**src/rtl/keypoint_pkg.sv**
```systemverilog
// keypoint_pkg: shared types and width helpers for the keypoint readout path.
// Optional build macro used by keypoint_reader: KEYPOINT_TOP_COORDS_EN.
package keypoint_pkg;

  localparam int KP_DIMENSION        = 64;
  localparam int KP_NUMBER_KEYPOINTS = 1000;

  // Coordinate width for a square image of side dim.
  function automatic int coord_width(input int dim);
    return $clog2(dim);
  endfunction

  // Address width for a memory holding n entries.
  function automatic int addr_width(input int n);
    return $clog2(n);
  endfunction

  localparam int KP_CW = coord_width(KP_DIMENSION);

  // Same bit layout as the keypoint BRAM word: {octave, x, y}.
  typedef struct packed {
    logic             octave;
    logic [KP_CW-1:0] x;
    logic [KP_CW-1:0] y;
  } keypoint_t;

  typedef enum logic [1:0] {
    IDLE  = 2'd0,
    FETCH = 2'd1,
    DRAIN = 2'd2,
    DONE  = 2'd3
  } reader_state_t;

endpackage

```
**src/rtl/keypoint_reader_if.sv**
```systemverilog
// keypoint_reader_if: valid/ready keypoint record stream.
// master drives records, slave applies backpressure through kp_ready.
interface keypoint_reader_if
  import keypoint_pkg::*;
#(
  parameter int CW = KP_CW
);
  logic          kp_valid;
  logic          kp_ready;
  logic          kp_octave;
  logic [CW-1:0] kp_x;
  logic [CW-1:0] kp_y;

  modport master (output kp_valid, output kp_octave, output kp_x, output kp_y, input kp_ready);
  modport slave  (input kp_valid, input kp_octave, input kp_x, input kp_y, output kp_ready);
endinterface

```
**src/rtl/keypoint_fifo.sv**
```systemverilog
// keypoint_fifo: small synchronous FIFO with occupancy count.
// A push while full is accepted only together with a pop in the same cycle.
module keypoint_fifo
  import keypoint_pkg::*;
#(
  parameter int  DEPTH  = 4,
  parameter type item_t = keypoint_t,
  localparam int CNTW   = $clog2(DEPTH + 1),
  localparam int PW     = (DEPTH > 1) ? $clog2(DEPTH) : 1
) (
  input  logic            clk,
  input  logic            rst_in,
  input  logic            push,
  input  item_t           push_data,
  input  logic            pop,
  output item_t           pop_data,
  output logic            full,
  output logic            empty,
  output logic [CNTW-1:0] count
);

  item_t           mem_r [DEPTH];
  logic [PW-1:0]   wr_ptr_r;
  logic [PW-1:0]   rd_ptr_r;
  logic [CNTW-1:0] count_r;
  logic            do_push_s;
  logic            do_pop_s;

  // Wrap a pointer at DEPTH (depth need not be a power of two).
  function automatic logic [PW-1:0] next_ptr(input logic [PW-1:0] p);
    if (p == PW'(DEPTH - 1)) begin
      return PW'(0);
    end else begin
      return p + PW'(1);
    end
  endfunction

  assign empty    = (count_r == CNTW'(0));
  assign full     = (count_r == CNTW'(DEPTH));
  assign count    = count_r;
  assign pop_data = mem_r[rd_ptr_r];

  // Qualify requests against current occupancy.
  always_comb begin
    do_pop_s  = pop && !empty;
    do_push_s = push && (!full || do_pop_s);
  end

  // Storage write; data needs no reset since count gates visibility.
  always_ff @(posedge clk) begin
    if (do_push_s) begin
      mem_r[wr_ptr_r] <= push_data;
    end
  end

  // Pointer and occupancy bookkeeping.
  always_ff @(posedge clk) begin
    if (rst_in) begin
      wr_ptr_r <= PW'(0);
      rd_ptr_r <= PW'(0);
      count_r  <= CNTW'(0);
    end else begin
      if (do_push_s) begin
        wr_ptr_r <= next_ptr(wr_ptr_r);
      end
      if (do_pop_s) begin
        rd_ptr_r <= next_ptr(rd_ptr_r);
      end
      case ({do_push_s, do_pop_s})
        2'b10:   count_r <= count_r + CNTW'(1);
        2'b01:   count_r <= count_r - CNTW'(1);
        default: count_r <= count_r;
      endcase
    end
  end

endmodule

```
**src/rtl/keypoint_reader.sv**
```systemverilog
// keypoint_reader: drains the keypoint BRAM (port B) after detection and
// streams {octave, x, y} records over a valid/ready interface. Reads are
// issued only against free output-buffer credits so the 2-cycle BRAM latency
// is absorbed under backpressure.
// Build macro KEYPOINT_TOP_COORDS_EN: octave-2 records are emitted with
// coordinates doubled onto the top-octave grid.
module keypoint_reader
  import keypoint_pkg::*;
#(
  parameter int  DIMENSION        = KP_DIMENSION,
  parameter int  NUMBER_KEYPOINTS = KP_NUMBER_KEYPOINTS,
  parameter int  READ_LATENCY     = 2,
  parameter int  FIFO_DEPTH       = 4,
  localparam int CW               = coord_width(DIMENSION),
  localparam int AW               = addr_width(NUMBER_KEYPOINTS)
) (
  input  logic              clk,
  input  logic              rst_in,
  input  logic              start,
  input  logic [AW:0]       key_count,
  output logic [AW-1:0]     key_read_addr,
  input  logic [2*CW:0]     key_read_data,
  keypoint_reader_if.master kp,
  output logic              busy,
  output logic              done
);

  typedef struct packed {
    logic          octave;
    logic [CW-1:0] x;
    logic [CW-1:0] y;
  } rec_t;

  localparam int          OW        = $clog2(FIFO_DEPTH + 1);
  localparam int          SW        = OW + 1;
  localparam logic [AW:0] COUNT_MAX = (AW + 1)'(NUMBER_KEYPOINTS);

  reader_state_t         state_r, state_next_s;
  logic                  start_d_r;
  logic [AW:0]           count_r;
  logic [AW-1:0]         addr_r;
  logic [READ_LATENCY-1:0] tag_r;
  logic [OW-1:0]         in_flight_r;
  logic                  busy_r, done_r;

  logic [AW:0]           count_in_s;
  logic                  start_rise_s, load_s, credit_ok_s, issue_s, last_issue_s;
  logic                  push_s, pop_s;
  logic                  fifo_full_s, fifo_empty_s;
  logic [OW-1:0]         fifo_count_s;
  rec_t                  head_s;

  // Request decode: edge detect, count clamp, credit check, read issue.
  always_comb begin
    if (key_count > COUNT_MAX) begin
      count_in_s = COUNT_MAX;
    end else begin
      count_in_s = key_count;
    end
    start_rise_s = start && !start_d_r;
    load_s       = (state_r == IDLE) && start_rise_s && (count_in_s != (AW + 1)'(0));
    credit_ok_s  = !fifo_full_s &&
                   (({1'b0, in_flight_r} + {1'b0, fifo_count_s}) < SW'(FIFO_DEPTH));
    issue_s      = (state_r == FETCH) && credit_ok_s;
    last_issue_s = ({1'b0, addr_r} == (count_r - (AW + 1)'(1)));
    push_s       = tag_r[READ_LATENCY-1];
    pop_s        = !fifo_empty_s && kp.kp_ready;
  end

  // Next-state logic; DRAIN exits in the cycle the final record is accepted.
  always_comb begin
    state_next_s = state_r;
    case (state_r)
      IDLE: begin
        if (start_rise_s) begin
          if (count_in_s != (AW + 1)'(0)) begin
            state_next_s = FETCH;
          end else begin
            state_next_s = DONE;
          end
        end else begin
          state_next_s = IDLE;
        end
      end
      FETCH: begin
        if (issue_s && last_issue_s) begin
          state_next_s = DRAIN;
        end else begin
          state_next_s = FETCH;
        end
      end
      DRAIN: begin
        if ((in_flight_r == OW'(0)) &&
            (fifo_empty_s || ((fifo_count_s == OW'(1)) && pop_s))) begin
          state_next_s = DONE;
        end else begin
          state_next_s = DRAIN;
        end
      end
      DONE:    state_next_s = IDLE;
      default: state_next_s = IDLE;
    endcase
  end

  // Control registers: state, start history, count/address, status outputs.
  always_ff @(posedge clk) begin
    if (rst_in) begin
      state_r   <= IDLE;
      start_d_r <= 1'b0;
      count_r   <= (AW + 1)'(0);
      addr_r    <= AW'(0);
      busy_r    <= 1'b0;
      done_r    <= 1'b0;
    end else begin
      state_r   <= state_next_s;
      start_d_r <= start;
      busy_r    <= (state_next_s == FETCH) || (state_next_s == DRAIN);
      done_r    <= (state_next_s == DONE);
      if (load_s) begin
        count_r <= count_in_s;
        addr_r  <= AW'(0);
      end else if (issue_s) begin
        addr_r  <= addr_r + AW'(1);
      end
    end
  end

  // Read-latency tag pipeline and outstanding-read counter.
  always_ff @(posedge clk) begin
    if (rst_in) begin
      tag_r       <= '0;
      in_flight_r <= OW'(0);
    end else begin
      tag_r[0] <= issue_s;
      for (int i = 1; i < READ_LATENCY; i++) begin
        tag_r[i] <= tag_r[i-1];
      end
      case ({issue_s, push_s})
        2'b10:   in_flight_r <= in_flight_r + OW'(1);
        2'b01:   in_flight_r <= in_flight_r - OW'(1);
        default: in_flight_r <= in_flight_r;
      endcase
    end
  end

  keypoint_fifo #(
    .DEPTH  (FIFO_DEPTH),
    .item_t (rec_t)
  ) u_fifo (
    .clk       (clk),
    .rst_in    (rst_in),
    .push      (push_s),
    .push_data (rec_t'(key_read_data)),
    .pop       (pop_s),
    .pop_data  (head_s),
    .full      (fifo_full_s),
    .empty     (fifo_empty_s),
    .count     (fifo_count_s)
  );

  // Output record from the FIFO head; valid depends only on stored occupancy.
  always_comb begin
    kp.kp_valid  = !fifo_empty_s;
    kp.kp_octave = head_s.octave;
`ifdef KEYPOINT_TOP_COORDS_EN
    if (head_s.octave) begin
      kp.kp_x = {head_s.x[CW-2:0], 1'b0};
      kp.kp_y = {head_s.y[CW-2:0], 1'b0};
    end else begin
      kp.kp_x = head_s.x;
      kp.kp_y = head_s.y;
    end
`else
    kp.kp_x = head_s.x;
    kp.kp_y = head_s.y;
`endif
  end

  assign key_read_addr = addr_r;
  assign busy          = busy_r;
  assign done          = done_r;

endmodule
```
**src/flat_wrapper.sv**
```systemverilog
// flat-port wrapper written by rule: the top's interface ports become plain ports
module keypoint_reader_flat import keypoint_pkg::*;
#(
  parameter int  DIMENSION        = KP_DIMENSION,
  parameter int  NUMBER_KEYPOINTS = KP_NUMBER_KEYPOINTS,
  parameter int  READ_LATENCY     = 2,
  parameter int  FIFO_DEPTH       = 4,
  localparam int CW               = coord_width(DIMENSION),
  localparam int AW               = addr_width(NUMBER_KEYPOINTS)
)
  (clk, rst_in, start, key_count, key_read_addr, key_read_data, busy, done, kp_kp_valid, kp_kp_octave, kp_kp_x, kp_kp_y, kp_kp_ready);
  keypoint_reader_if kp_i ();
  input  logic clk;
  input  logic rst_in;
  input  logic start;
  input  logic [AW:0] key_count;
  output logic [AW-1:0] key_read_addr;
  input  logic [2*CW:0] key_read_data;
  output logic busy;
  output logic done;
  output wire logic [$bits(kp_i.kp_valid)-1:0] kp_kp_valid;
  output wire logic [$bits(kp_i.kp_octave)-1:0] kp_kp_octave;
  output wire logic [$bits(kp_i.kp_x)-1:0] kp_kp_x;
  output wire logic [$bits(kp_i.kp_y)-1:0] kp_kp_y;
  input wire logic [$bits(kp_i.kp_ready)-1:0] kp_kp_ready;
  assign kp_kp_valid = kp_i.kp_valid;
  assign kp_kp_octave = kp_i.kp_octave;
  assign kp_kp_x = kp_i.kp_x;
  assign kp_kp_y = kp_i.kp_y;
  assign kp_i.kp_ready = kp_kp_ready;
  keypoint_reader #(.DIMENSION(DIMENSION), .NUMBER_KEYPOINTS(NUMBER_KEYPOINTS), .READ_LATENCY(READ_LATENCY), .FIFO_DEPTH(FIFO_DEPTH)) u_core (.clk(clk), .rst_in(rst_in), .start(start), .key_count(key_count), .key_read_addr(key_read_addr), .key_read_data(key_read_data), .kp(kp_i), .busy(busy), .done(done));
endmodule
```
**config.mk**
```make
export PLATFORM = sky130hd
export DESIGN_NAME = keypoint_reader_flat
export DESIGN_NICKNAME = d
export VERILOG_FILES = /design/src/rtl/keypoint_pkg.sv /design/src/rtl/keypoint_reader_if.sv /design/src/rtl/keypoint_fifo.sv /design/src/rtl/keypoint_reader.sv /design/src/flat_wrapper.sv
export SDC_FILE = /design/constraint.sdc
export NUM_CORES = 1
export LEC_CHECK = 0
export CAP_MARGIN = 20
export CORE_ASPECT_RATIO = 0.7
export CORE_MARGIN = 3
export CORE_UTILIZATION = 55
export DETAILED_ROUTE_END_ITERATION = 10
export HOLD_SLACK_MARGIN = 0.05
export PLACE_DENSITY = 0.8
export SETUP_SLACK_MARGIN = 0.3
export SYNTH_ARGS = -nofsm -noshare
export SYNTH_HDL_FRONTEND = slang
export SYNTH_SLANG_ARGS = --single-unit
```
**constraint.sdc**
```tcl
create_clock -name clk -period 3.2 [get_ports clk]
set_input_delay 0.96 -clock clk [delete_from_list [all_inputs] [get_ports clk]]
set_output_delay 0.96 -clock clk [all_outputs]
set_load 0.03 [all_outputs]
```
==> flow_results.xml <==
<?xml version="1.0" encoding="UTF-8"?>
<metrics>
  <group name="status">
    <metric name="status" unit="">completed</metric>
  </group>
  <group name="worst_setup_path">
    <metric name="critPathArrivalTime" unit="ns">1.84</metric>
    <metric name="path_class" unit="">reg -&gt; out</metric>
    <metric name="path_max_fanout" unit="">13</metric>
    <metric name="worstReg2RegStart" unit="">u_core.count_r[0]$_SDFFE_PP0P_</metric>
    <metric name="r2r_setup_slack" unit="ns">0.56</metric>
    <metric name="worstSetupStartpointType" unit="">flip-flop</metric>
    <metric name="rr_endpoint" unit="">u_core.busy$_SDFF_PP0_</metric>
    <metric name="setup_crit_end_kind" unit="">output port</metric>
    <metric name="r2r.worst_path.cells" unit="">10</metric>
    <metric name="cp.required" unit="ns">2.24</metric>
  </group>
  <group name="global_routing">
    <metric name="first_global_vias" unit="">2614</metric>
    <metric name="grt_overflow" unit="">0</metric>
    <metric name="grt_max_degree" unit="">20</metric>
    <metric name="track_usage" unit="%">20.6</metric>
    <metric name="antenna_violations_before_repair" unit="">0</metric>
    <metric name="grt_pass1_wl" unit="mm">13.2</metric>
  </group>
  <group name="floorplan">
    <metric name="fp.dieW" unit="um">109</metric>
    <metric name="core" unit="mm^2">0.00694</metric>
    <metric name="number_of_placement_rows" unit="">25</metric>
    <metric name="top_level_ports" unit="">54</metric>
    <metric name="start_util" unit="%">58.5</metric>
    <metric name="die-height" unit="um">77.9</metric>
    <metric name="design.die.area" unit="mm^2">0.00847</metric>
  </group>
  <group name="clocking">
    <metric name="ctsHtreeMaxLevel" unit="">3</metric>
    <metric name="cts.root.buffer_cell" unit="">sky130_fd_sc_hd__clkbuf_8</metric>
    <metric name="clock-sinks" unit="">92</metric>
    <metric name="tritoncts" unit="">built</metric>
    <metric name="clock_path_buffers" unit="">2</metric>
    <metric name="cts_hold_buffers" unit="">0</metric>
    <metric name="postCtsSetupRepairBufs" unit="">0</metric>
    <metric name="clkSlewWorstSetupHoldPaths" unit="ns">0.09</metric>
    <metric name="clock_latency" unit="ns">0.35</metric>
    <metric name="tritoncts.num_buffers" unit="">9</metric>
  </group>
  <group name="detailed_routing">
    <metric name="routed_wl" unit="mm">8.08</metric>
    <metric name="vias" unit="">2731</metric>
    <metric name="wl_per_cell" unit="um">16.5</metric>
    <metric name="avgViaCountPerCell" unit="">5.60</metric>
    <metric name="drt_pass1_iterations" unit="">4</metric>
    <metric name="remaining_drcs" unit="">0</metric>
    <metric name="detail_route.iter0.violations" unit="">189</metric>
    <metric name="antenna_left" unit="">0</metric>
  </group>
  <group name="final_layout">
    <metric name="antenna-diode-count" unit="">0</metric>
    <metric name="flow.area_growth_from_synthesis" unit="%">21.1</metric>
    <metric name="final_cell_mix" unit="">52 x sky130_fd_sc_hd__edfxtp_1, 40 x sky130_fd_sc_hd__dfxtp_1, 39 x sky130_fd_sc_hd__clkdlybuf4s50_1</metric>
    <metric name="num-nets-final" unit="">434</metric>
    <metric name="final_common_cell" unit="">sky130_fd_sc_hd__edfxtp_1</metric>
    <metric name="final_util" unit="%">70.8</metric>
    <metric name="share_of_final_layout_standard_cells_stronger_than_drive_strength_1" unit="%">11.4</metric>
  </group>
  <group name="timing">
    <metric name="max-slew-margin-rel" unit="%">71.2</metric>
    <metric name="fmax" unit="MHz">358</metric>
    <metric name="crit_share_post_route" unit="%">87.4</metric>
    <metric name="rsz0062_at_grt" unit="">false</metric>
    <metric name="drv_slew" unit="">0</metric>
    <metric name="final.min_clock_period" unit="ns">2.80</metric>
    <metric name="worst-slew-pin-transition" unit="ns">0.431</metric>
    <metric name="fin_worst_skew" unit="ns">0.00557</metric>
    <metric name="setup_viol" unit="">0</metric>
    <metric name="hold_vio_cnt_final" unit="">0</metric>
    <metric name="total_neg_setup_slack" unit="ns">0</metric>
  </group>
  <group name="logic_synthesis">
    <metric name="synth_sequential_area_ratio" unit="%">58.2</metric>
    <metric name="synth_top_cell_by_area" unit="">sky130_fd_sc_hd__edfxtp_1</metric>
    <metric name="post_synth_inst_count" unit="">324</metric>
    <metric name="synth_seq_cells" unit="">92</metric>
    <metric name="post_synth.cell_area_avg" unit="um^2">12.5</metric>
    <metric name="ys.warnings.count" unit="">0</metric>
    <metric name="synth-main-ff-cell" unit="">sky130_fd_sc_hd__edfxtp_1</metric>
    <metric name="synthesis.area" unit="mm^2">0.00406</metric>
    <metric name="synth_edf_count" unit="">52</metric>
    <metric name="synth_async_sr_flop_share" unit="%">0</metric>
    <metric name="synth_top_cells_by_area" unit="">sky130_fd_sc_hd__edfxtp_1 38%, sky130_fd_sc_hd__dfxtp_1 20%, sky130_fd_sc_hd__mux4_2 7.2%</metric>
    <metric name="synth_cell_type_count" unit="">50</metric>
    <metric name="yosys.area.top_type_share" unit="%">38.5</metric>
    <metric name="postSynthNetCount" unit="">369</metric>
  </group>
  <group name="placed_design">
    <metric name="finalWeightedCongestion" unit="">0.801</metric>
    <metric name="hpwl" unit="mm">5.90</metric>
    <metric name="buffer_ports.inserted" unit="">53</metric>
  </group>
  <group name="min_path">
    <metric name="holdCritStartpoint" unit="">u_core.tag_r[0]$_SDFF_PP0_</metric>
    <metric name="whs_endpoint" unit="">u_core.tag_r[1]$_SDFF_PP0_</metric>
    <metric name="min_delay_path_depth" unit="">1</metric>
    <metric name="worst_min_delay_path_category" unit="">reg -&gt; reg</metric>
  </group>
  <group name="power">
    <metric name="p_leak" unit="nW">1.76</metric>
    <metric name="ir_worst_vdd" unit="mV">0.352</metric>
    <metric name="power.density" unit="mW/mm^2">579</metric>
  </group>
  <group name="job">
    <metric name="drv.max_cap_violation_count" unit="">0</metric>
  </group>
</metrics>
worst max path at each step:
stage          cells past startpoint                                   end  slack [ns]                                  from
2_1_floorplan                      9                u_core.busy$_SDFF_PP0_        0.75  u_core.key_read_addr[5]$_SDFFE_PP0P_
3_3_place_gp                       6  u_core.key_read_addr[1]$_SDFFE_PP0P_        0.21                          key_count[0]
3_5_place_dp                       6  u_core.key_read_addr[9]$_SDFFE_PP0P_        0.16                          key_count[1]
4_1_cts                            3                            kp_kp_y[2]        0.30                             flip-flop
5_1_grt                            3                            kp_kp_x[1]        0.32                             flip-flop
6_report                           3                            kp_kp_x[5]        0.40                             flip-flop
registers in the layout, summed over array words and instances, names as in the netlist, named ones only:
name and cells:
u_core.u_fifo.rd_ptr_r 2, u_core.done 1, u_core.u_fifo.count 3, u_core.tag_r 2, u_core.key_read_addr 10, u_core.u_fifo.wr_ptr_r 2
u_core.busy 1, u_core.u_fifo.mem_r 52, u_core.start_d_r 1, u_core.in_flight_r 3, u_core.state_r 2, u_core.count_r 11
critical path, cell delays in order (launching register included):
cell	delay, ns
sky130_fd_sc_hd__dfxtp_1	0.35
sky130_fd_sc_hd__buf_6	0.21
sky130_fd_sc_hd__mux4_2	0.53
sky130_fd_sc_hd__dlygate4sd2_1	0.37
logic make-up after synthesis:
family                   after synthesis  synth area share, %
AND/OR/NAND/NOR                      112                 14.6
AO/OA/AOI/OAI                         39                 6.04
flip-flops                            92                 58.2
buffers and inverters                 24                 2.65
XOR/XNOR                              25                 5.39
adder cells (fa/ha/maj)               17                 5.42
multiplexers                          15                 7.70
through the flow:
| stage | hold slack (ns) | setup WS [ns] | cell area, um^2 | cells | power [mW] |
|---|---|---|---|---|---|
| detailed placement | 0.425 | 0.158 | 4730 | 472 | 2.14 |
| CTS | 0.447 | 0.303 | 4910 | 488 | 2.87 |
| floorplan | 0.414 | 0.754 | 4060 | 324 | 1.89 |
| global route | 0.477 | 0.323 | 4920 | 488 | 2.99 |
| global placement | 0.419 | 0.210 | 4730 | 472 | 2.12 |
| finish | 0.446 | 0.405 | 4920 | 488 | 2.85 |
what timing repair did:
| item | 4_1_cts | 5_1_grt |
|---|---|---|
| setup endpoints to repair | 14 | 13 |
| resized for setup | 14 | 1 |
| pin swaps | 0 | 0 |
routing by layer:
layer,track usage (%),wire (um),vias to the layer above
met5,0,0,-
met4,6.05,108,0
met3,6.07,539,12
met2,31.9,3850,78
met1,28.1,3580,1327
li1,-,-,1314
synth_stat cells, types with 2 or more instances:
| library cell | number |
|---|---|
| sky130_fd_sc_hd__edfxtp_1 | 52 |
| sky130_fd_sc_hd__dfxtp_1 | 40 |
| sky130_fd_sc_hd__nor2_1 | 29 |
| sky130_fd_sc_hd__nand2_1 | 21 |
| sky130_fd_sc_hd__ha_1 | 16 |
| sky130_fd_sc_hd__a21oi_1 | 15 |
| sky130_fd_sc_hd__inv_1 | 15 |
| sky130_fd_sc_hd__xor2_1 | 14 |
| sky130_fd_sc_hd__mux4_2 | 13 |
| sky130_fd_sc_hd__nor3_1 | 13 |
| sky130_fd_sc_hd__xnor2_1 | 11 |
| sky130_fd_sc_hd__nor2b_1 | 9 |
| sky130_fd_sc_hd__o21ai_0 | 6 |
| sky130_fd_sc_hd__nand3_1 | 5 |
| sky130_fd_sc_hd__nand4_1 | 5 |
| sky130_fd_sc_hd__a22oi_1 | 4 |
| sky130_fd_sc_hd__and2_1 | 4 |
| sky130_fd_sc_hd__clkbuf_1 | 4 |
| sky130_fd_sc_hd__or3_1 | 4 |
| sky130_fd_sc_hd__nand2b_1 | 3 |
| sky130_fd_sc_hd__a31oi_1 | 2 |
| sky130_fd_sc_hd__and3_1 | 2 |
| sky130_fd_sc_hd__and4_1 | 2 |
| sky130_fd_sc_hd__buf_2 | 2 |
| sky130_fd_sc_hd__buf_4 | 2 |
| sky130_fd_sc_hd__mux2i_1 | 2 |
| sky130_fd_sc_hd__nor3b_1 | 2 |
| sky130_fd_sc_hd__nor4_1 | 2 |
| sky130_fd_sc_hd__nor4b_1 | 2 |
| sky130_fd_sc_hd__o211ai_1 | 2 |
| sky130_fd_sc_hd__or4_1 | 2 |
report_power, final:
group / internal (mW) / switching (mW) / total (mW) / leakage [nW]
registers: 1.31 / 0.0587 / 1.36 / 0.794
clock network: 0.365 / 0.405 / 0.770 / 0.104
logic: 0.314 / 0.401 / 0.715 / 0.857
layout make-up:
cell class / count / area [um^2]
Sequential cell: 92 / 2360
Fill cell: 478 / 2030
Multi-Input combinational cell: 208 / 1590
Timing Repair Buffer: 63 / 592
Clock buffer: 9 / 124
Tap cell: 94 / 118
Clock inverter: 7 / 75.1
Inverter: 15 / 56.3
Power figures use the tool's default switching activity.
